[src/rtl/fetch_decode_pkg.sv]
`default_nettype none
// ============================================================================
// Module   : fetch_decode_pkg
// Purpose  : Shared widths, instruction field positions and helper function
//            for the fetch-to-decode instruction buffer.
// Revision : 1.0  initial release
// ============================================================================
package fetch_decode_pkg;

    localparam int c_PC_WIDTH      = 16;
    localparam int c_INSTR_WIDTH   = 16;
    localparam int c_BYTE_WIDTH    = 8;
    localparam int c_OPCODE_WIDTH  = 4;
    localparam int c_REG_WIDTH     = 3;
    localparam int c_IMM_WIDTH     = 8;

    // Field LSB positions inside the 16-bit instruction word
    localparam int c_OPCODE_LSB    = 12;
    localparam int c_RD_LSB        = 9;
    localparam int c_RA_LSB        = 6;
    localparam int c_RB_LSB        = 3;
    localparam int c_IMM_LSB       = 0;

    localparam int c_DEPTH_DEFAULT = 2;

    // One buffered fetch: address plus the assembled instruction word
    typedef struct packed {
        logic [c_PC_WIDTH-1:0]    pc;
        logic [c_INSTR_WIDTH-1:0] instr;
    } fetch_entry_t;

    function automatic logic [c_INSTR_WIDTH-1:0] sign_extend_imm(
        input logic [c_IMM_WIDTH-1:0] imm
    );
        return {{(c_INSTR_WIDTH-c_IMM_WIDTH){imm[c_IMM_WIDTH-1]}}, imm};
    endfunction

endpackage
`default_nettype wire

[src/rtl/instr_field_decode.sv]
`default_nettype none
// ============================================================================
// Module   : instr_field_decode
// Purpose  : Purely combinational split of a 16-bit instruction into its
//            opcode, register and sign-extended immediate fields.
// Ports    : instr  in  16  instruction word
//            opcode out  4  instr[15:12]
//            rd     out  3  instr[11:9]
//            ra     out  3  instr[8:6]
//            rb     out  3  instr[5:3]
//            imm    out 16  instr[7:0] sign-extended
// Revision : 1.0  initial release
// ============================================================================
module instr_field_decode
    import fetch_decode_pkg::*;
(
    input  logic [c_INSTR_WIDTH-1:0]  instr,
    output logic [c_OPCODE_WIDTH-1:0] opcode,
    output logic [c_REG_WIDTH-1:0]    rd,
    output logic [c_REG_WIDTH-1:0]    ra,
    output logic [c_REG_WIDTH-1:0]    rb,
    output logic [c_INSTR_WIDTH-1:0]  imm
);

    assign opcode = instr[c_OPCODE_LSB +: c_OPCODE_WIDTH];
    assign rd     = instr[c_RD_LSB     +: c_REG_WIDTH];
    assign ra     = instr[c_RA_LSB     +: c_REG_WIDTH];
    assign rb     = instr[c_RB_LSB     +: c_REG_WIDTH];
    assign imm    = sign_extend_imm(instr[c_IMM_LSB +: c_IMM_WIDTH]);

endmodule
`default_nettype wire

[src/rtl/fetch_decode_buffer.sv]
`default_nettype none
// ============================================================================
// Module   : fetch_decode_buffer
// Purpose  : Circular instruction buffer between fetch and decode with
//            valid/ready handshakes on both sides, flush on redirect and
//            combinational field decode of the head entry.
// Params   : DEPTH  number of entries, power of two in 2..8
// Config   : FETCH_DECODE_BUFFER_BYPASS_EN  when defined, an empty buffer
//            forwards the incoming instruction straight to decode in the
//            same cycle (not stored if decode consumes it at once).
// Ports    : clk, reset (sync, active high), flush
//            in_valid/in_ready, in_pc, instruction_code_high/low   (fetch)
//            out_valid/out_ready, out_pc, out_instr, out_opcode, out_rd,
//            out_ra, out_rb, out_imm                              (decode)
//            count  occupied entries
// Revision : 1.0  initial release
// ============================================================================
module fetch_decode_buffer
    import fetch_decode_pkg::*;
#(
    parameter int DEPTH = c_DEPTH_DEFAULT
) (
    input  logic                        clk,
    input  logic                        reset,
    input  logic                        flush,
    input  logic                        in_valid,
    input  logic [c_PC_WIDTH-1:0]       in_pc,
    input  logic [c_BYTE_WIDTH-1:0]     instruction_code_high,
    input  logic [c_BYTE_WIDTH-1:0]     instruction_code_low,
    output logic                        in_ready,
    output logic                        out_valid,
    input  logic                        out_ready,
    output logic [c_PC_WIDTH-1:0]       out_pc,
    output logic [c_INSTR_WIDTH-1:0]    out_instr,
    output logic [c_OPCODE_WIDTH-1:0]   out_opcode,
    output logic [c_REG_WIDTH-1:0]      out_rd,
    output logic [c_REG_WIDTH-1:0]      out_ra,
    output logic [c_REG_WIDTH-1:0]      out_rb,
    output logic [c_INSTR_WIDTH-1:0]    out_imm,
    output logic [$clog2(DEPTH):0]      count
);

    localparam int c_PTR_W = $clog2(DEPTH);
    localparam int c_CNT_W = c_PTR_W + 1;

    fetch_entry_t            r_mem [DEPTH];
    logic [c_PTR_W-1:0]      r_wr_ptr;
    logic [c_PTR_W-1:0]      r_rd_ptr;
    logic [c_CNT_W-1:0]      r_count;

    fetch_entry_t            w_in_entry;
    fetch_entry_t            w_head;
    logic                    w_empty;
    logic                    w_full;
    logic                    w_push;
    logic                    w_pop;

    assign w_in_entry = {in_pc, instruction_code_high, instruction_code_low};
    assign w_empty    = (r_count == '0);
    assign w_full     = (r_count == c_CNT_W'(DEPTH));

    // A retiring head frees a slot in the same cycle, so a full buffer can
    // still accept.
    assign in_ready   = !w_full || (out_valid && out_ready);

`ifdef FETCH_DECODE_BUFFER_BYPASS_EN
    logic w_bypass;

    // Flush must not leak the redirected-away instruction to decode.
    assign w_bypass  = w_empty && in_valid && !flush;
    assign w_head    = w_empty ? w_in_entry : r_mem[r_rd_ptr];
    assign out_valid = !w_empty || w_bypass;
    // A bypassed instruction consumed immediately never touches storage.
    assign w_push    = in_valid && in_ready && !flush && !(w_bypass && out_ready);
`else
    assign w_head    = r_mem[r_rd_ptr];
    assign out_valid = !w_empty;
    assign w_push    = in_valid && in_ready && !flush;
`endif

    // Only stored entries advance the read pointer.
    assign w_pop = out_valid && out_ready && !w_empty;

    always_ff @(posedge clk) begin
        if (reset || flush) begin
            r_wr_ptr <= '0;
            r_rd_ptr <= '0;
            r_count  <= '0;
        end else begin
            if (w_push) begin
                r_wr_ptr <= r_wr_ptr + c_PTR_W'(1);
            end
            if (w_pop) begin
                r_rd_ptr <= r_rd_ptr + c_PTR_W'(1);
            end
            r_count <= r_count + c_CNT_W'(w_push) - c_CNT_W'(w_pop);
        end
    end

    // Storage is intentionally left unreset; occupancy alone defines validity.
    always_ff @(posedge clk) begin
        if (w_push && !reset) begin
            r_mem[r_wr_ptr] <= w_in_entry;
        end
    end

    assign out_pc    = w_head.pc;
    assign out_instr = w_head.instr;
    assign count     = r_count;

    instr_field_decode u_field_decode (
        .instr  (w_head.instr),
        .opcode (out_opcode),
        .rd     (out_rd),
        .ra     (out_ra),
        .rb     (out_rb),
        .imm    (out_imm)
    );

endmodule
`default_nettype wire

[config.mk]
export PLATFORM = sky130hd
export DESIGN_NAME = fetch_decode_buffer
export DESIGN_NICKNAME = d
export VERILOG_FILES = /design/src/rtl/fetch_decode_pkg.sv /design/src/rtl/instr_field_decode.sv /design/src/rtl/fetch_decode_buffer.sv
export SDC_FILE = /design/constraint.sdc
export NUM_CORES = 1
export LEC_CHECK = 0
export ABC_CLOCK_PERIOD_IN_PS = 5370
export CAP_MARGIN = 0
export CELL_PAD_IN_SITES_DETAIL_PLACEMENT = 2
export CELL_PAD_IN_SITES_GLOBAL_PLACEMENT = 2
export CORE_ASPECT_RATIO = 0.6
export CORE_MARGIN = 5
export CORE_UTILIZATION = 32
export DETAILED_ROUTE_END_ITERATION = 8
export PLACE_DENSITY_LB_ADDON = 0.1
export SLEW_MARGIN = 25
export SYNTH_ARGS = -nofsm -noshare
export SYNTH_HDL_FRONTEND = slang
export SYNTH_SLANG_ARGS = --single-unit
[constraint.sdc]
create_clock -name clk -period 5.37 [get_ports clk]
set_clock_uncertainty 0.2 [all_clocks]
set_input_delay 1.611 -clock clk [delete_from_list [all_inputs] [get_ports clk]]
set_output_delay 1.611 -clock clk [all_outputs]
set_load 0.02 [all_outputs]
# Word-level counts from Yosys, hierarchy flattened
# Memory sizes are Yosys's and may differ from the RTL's. A register that Yosys moved wholly into a read port is not among the register bits.
# Cells that the tools add are included.
dict set report word_totals {
  regBits 4
  ram_bits 64
  input_bits 37
  out_inout_bits 65
  word_cells 25
  n_memories 1
}
# memory words word_bits rd rd_clocked_by_memory_dff wr line
set mem_list {}
lappend mem_list {r_mem 2 32 1 1 1 fetch_decode_buffer.sv:46} ;# fetch_entry_t r_mem [DEPTH];
dict set report op_classes {
  add_sub_neg 4
  n_eq_ne 1
  n_mux 4
  reduce_logical 12
}
# operator count
set ops {}
lappend ops {{logical AND 1 bit} 5}
lappend ops {{zero test 1 bit} 4}
lappend ops {{2-to-1 mux 1 bit} 4}
lappend ops {{adder 1 bit (second input constant)} 2}
lappend ops {{adder 2 x 1 -> 2 bit} 1}
lappend ops {{== test 2 bit (second input constant)} 1}
lappend ops {{zero test 2 bit} 1}
lappend ops {{logical OR 1 bit} 2}
lappend ops {{subtractor 2 x 1 -> 2 bit} 1}

# Longest topological paths before layout
dict set report logic_depth {
  depth_word 9
  ltp_mapped 9
  mapped_depth_nobuf 9
}

# Modules after synthesis
# Synthesis repeated with hierarchy kept, for this count alone.
dict set report hier_totals {
  hier_cells 155
  hier_area_um2 2783.9
}
# module instances cells_per_inst area_each_um2 seq_area_each_um2
set by_module_without_submodules {}
lappend by_module_without_submodules {fetch_decode_buffer 1 126 2566.2 2021.9}
lappend by_module_without_submodules {instr_field_decode 1 29 217.7 0.0}

# Worst setup path before layout
# Ideal clock, no wire load.
dict set report synth_timing {
  path_kind {in2reg}
  start {in flush}
  end {mem r_mem[0][0] (netlist name) (enable)}
  arrival_time_ps 3337
  required_time_ps 4749
  slack_ps 1412
  cell_stages 2
  path_buffers 0
  path_cell_list {or3_1 > nor2_1}
}
dict set report synth_via {
  elab_chain_len 5
}
# element line
set synth_lines {}
lappend synth_lines {{start, declared} fetch_decode_buffer.sv:25} ;# input logic flush,
lappend synth_lines {{zero test 1 bit} fetch_decode_buffer.sv:78} ;# assign w_push = in_valid && in_ready && !flush;
lappend synth_lines {{logical AND 1 bit} fetch_decode_buffer.sv:78}
lappend synth_lines {{logical AND 1 bit} fetch_decode_buffer.sv:102} ;# if (w_push && !reset) begin
lappend synth_lines {{2-to-1 mux 1 bit} fetch_decode_buffer.sv:102}
lappend synth_lines {{2-to-1 mux 1 bit (not written as such)} fetch_decode_buffer.sv:103} ;# r_mem[r_wr_ptr] <= w_in_entry;
lappend synth_lines {{end, declared} fetch_decode_buffer.sv:46}
# Every way passes these cells.

# Worst setup path after layout
dict set report layout_timing {
  start {in out_ready}
  end {out in_ready}
}
dict set report layout_via {
  elab_chain_len 2
}
# element line
set layout_lines {}
lappend layout_lines {{start, declared} fetch_decode_buffer.sv:32} ;# input logic out_ready,
lappend layout_lines {{logical AND 1 bit} fetch_decode_buffer.sv:64} ;# assign in_ready = !w_full || (out_valid && out_ready);
lappend layout_lines {{logical OR 1 bit} fetch_decode_buffer.sv:64}
lappend layout_lines {{end, declared} fetch_decode_buffer.sv:30} ;# output logic in_ready,
# Every way passes these cells.

==> impl_metrics.json <==
{
  "crit_cells": 3,
  "htreeDepth": 3,
  "holdPathStages": 2,
  "start_util": 0.3279,
  "synth_warnings": 0,
  "worstMarginPinSlew_ns": 0.7696,
  "die_width_um": 130.4,
  "clk_pin_slew_ns": 0.05,
  "grt_pass1_vias": 1769,
  "async_flop_share": 0,
  "status": "finished clean",
  "hpwl_mm": 4.729,
  "cts_hold_buf": 0,
  "path_cells": "clkdlybuf4s50_1, or3b_4, clkdlybuf4s50_1",
  "dieArea_um2": 10730,
  "grt_max_degree": 33,
  "cts_tree": "done",
  "worstSetupPathType": "input port to output port",
  "yosys-top-cells-area": "edfxtp_1 (69%), mux2_1 (13%), buf_4 (8.6%), dfxtp_1 (3.6%), xnor2_1 (0.94%)",
  "ir_drop_mv": 0.1413,
  "clk_latency_ns": 0.33,
  "path_buf_inv": 2,
  "core_um2": 8491,
  "yosysUniqueCellTypes": 19,
  "cp.arrival_ns": 3.01,
  "cp_common_cell": "clkdlybuf4s50_1",
  "io_buffer_count": 101,
  "min-delay-path-class": "flop to flop",
  "root_buffer": "clkbuf_16",
  "synth_ff_type": "edfxtp_1",
  "post_cts_buffers": 0,
  "worstPathRequired_ns": 3.56,
  "synth_area_um2": 2784,
  "avgSynthCellArea_um2": 17.96,
  "fin_tns_setup_ns": 0,
  "antenna_cells": 0,
  "synth_edf_count": 64,
  "drt-initial-drc-count": 75,
  "nets": 276,
  "ys_seq_elements": 69,
  "grt_usage": 0.1278,
  "gp_congestion": 0.7253,
  "antenna_left": 0,
  "drive_gt1_frac": 0.07083,
  "cts_buffers": 9,
  "ios": 102,
  "grt_pass1_wl_mm": 9.708,
  "ctsResizeCount": 0,
  "wl_per_cell_um": 18.54,
  "drt_first_pass_iters": 3,
  "layout_commonest_cell": "clkdlybuf4s50_1",
  "drc": 0,
  "crit_family": "buffers and inverters",
  "vias": 1513,
  "start_kind": "input port",
  "hold_violations": 0,
  "die_h_um": 82.25,
  "cp_slowest_cell": "clkdlybuf4s50_1",
  "finalCritPeriodShare": 0.8971,
  "rsz0062_at_grt": "no",
  "grt_antenna_before_repair": 0,
  "clock_tree.buffer_depth": 2,
  "drv_cap": 0,
  "utilization": 0.4680,
  "yosysSeqAreaShare": 0.7263,
  "synthCells": 155,
  "slew_headroom": 0.4862,
  "area_growth_pct": 42.74,
  "clock_sinks": 69,
  "grt_overflow_total": 0,
  "yosysTopAreaCellShare": 0.6903,
  "power.density_nw_per_um2": 304.5,
  "max_freq_ghz": 0.2076,
  "rr_worst_depth": 9,
  "syn_nets": 194,
  "final_cell_mix": "clkdlybuf4s50_1 (101), edfxtp_1 (64), mux2_1 (32)",
  "rows": 26,
  "yosysTopAreaCell": "edfxtp_1",
  "vias_per_cell": 4.298,
  "period_minus_slack_ns": 4.818,
  "leakage_nw": 1.352,
  "drv_slew": 0,
  "setup_violations": 0,
  "worstSetupEndpointType": "output port",
  "wl_mm": 6.525,
  "slowest_delay_ns": 0.55,
  "worstPathMaxFanout": 3
}
==> sequential cells by signal (all words and copies together) (netlist names), named ones only <==
| register | flops |
|---|---|
| count | 2 |
| r_mem | 64 |
| r_wr_ptr | 1 |
| r_rd_ptr | 1 |
==> path summary, 6_finish.rpt <==
kind | start | endpoint | slack [ns]
min | r_wr_ptr | r_wr_ptr | 0.28
max | out_ready | in_ready | 0.55
max reg2reg | count[1] | count[1] | 3.20
min reg2reg | r_wr_ptr | r_wr_ptr | 0.28
==> cells in the mapped netlist, types with 2 or more instances <==
| master | count |
|---|---|
| nor3_1 | 2 |
| xnor2_1 | 3 |
| or2_1 | 2 |
| mux2_1 | 32 |
| edfxtp_1 | 64 |
| nor2_1 | 2 |
| dfxtp_1 | 5 |
| ha_1 | 2 |
| and2_1 | 2 |
| buf_4 | 32 |
==> per-stage QoR <==
step,instances,power (mW),setup WS [ns],hold slack (ns),area (um^2)
2_1_floorplan,155,0.6653,1.412,0.2429,2784
3_3_place_gp,337,0.7223,0.5587,0.2598,3714
3_5_place_dp,337,0.7281,0.5615,0.2740,3714
4_1_cts,351,1.230,0.5533,0.2807,3959
5_1_grt,352,1.263,0.5373,0.2984,3974
6_report,352,1.210,0.5524,0.2769,3974
==> logic make-up after synthesis <==
group	Yosys count	share of synthesized area
buffers and inverters	34	0.08899
and+or+nand+nor	13	0.03011
muxes	33	0.1330
DFF	69	0.7263
AOI/OAI and AO/OA	1	0.003147
adders and majority gates	2	0.008987
xor gates and xnor gates	3	0.009440
==> tightest hold or removal path, cell delays in order, from the launching register on <==
cell and delay [ns]:
dfxtp_1 0.32, nand2_1 0.06, mux2i_1 0.05
==> area by class of cell <==
cell class / count / area (um^2)
clock inverter: 5 / 20.02
tap: 112 / 140.1
multi-input combinational: 52 / 521.8
fill: 788 / 4517
clock buffer: 9 / 225.2
inverter: 1 / 3.754
timing repair buffer: 104 / 1041
sequential: 69 / 2022
==> power by group <==
group / internal, mW / total, mW / switching, mW
clock: 0.299 / 0.493 / 0.194
combinational: 0.0606 / 0.113 / 0.0527
sequential: 0.600 / 0.604 / 0.00389
==> layer usage <==
| layer | global-route usage | wire, um | vias to the layer above |
|---|---|---|---|
| met5 | 0 | 0 | - |
| met4 | 0.05544 | 83 | 0 |
| met3 | 0.05656 | 573 | 7 |
| met1 | 0.1407 | 2479 | 736 |
| li1 | - | - | 715 |
| met2 | 0.2178 | 3388 | 55 |
(Power assumes the default switching activity.)
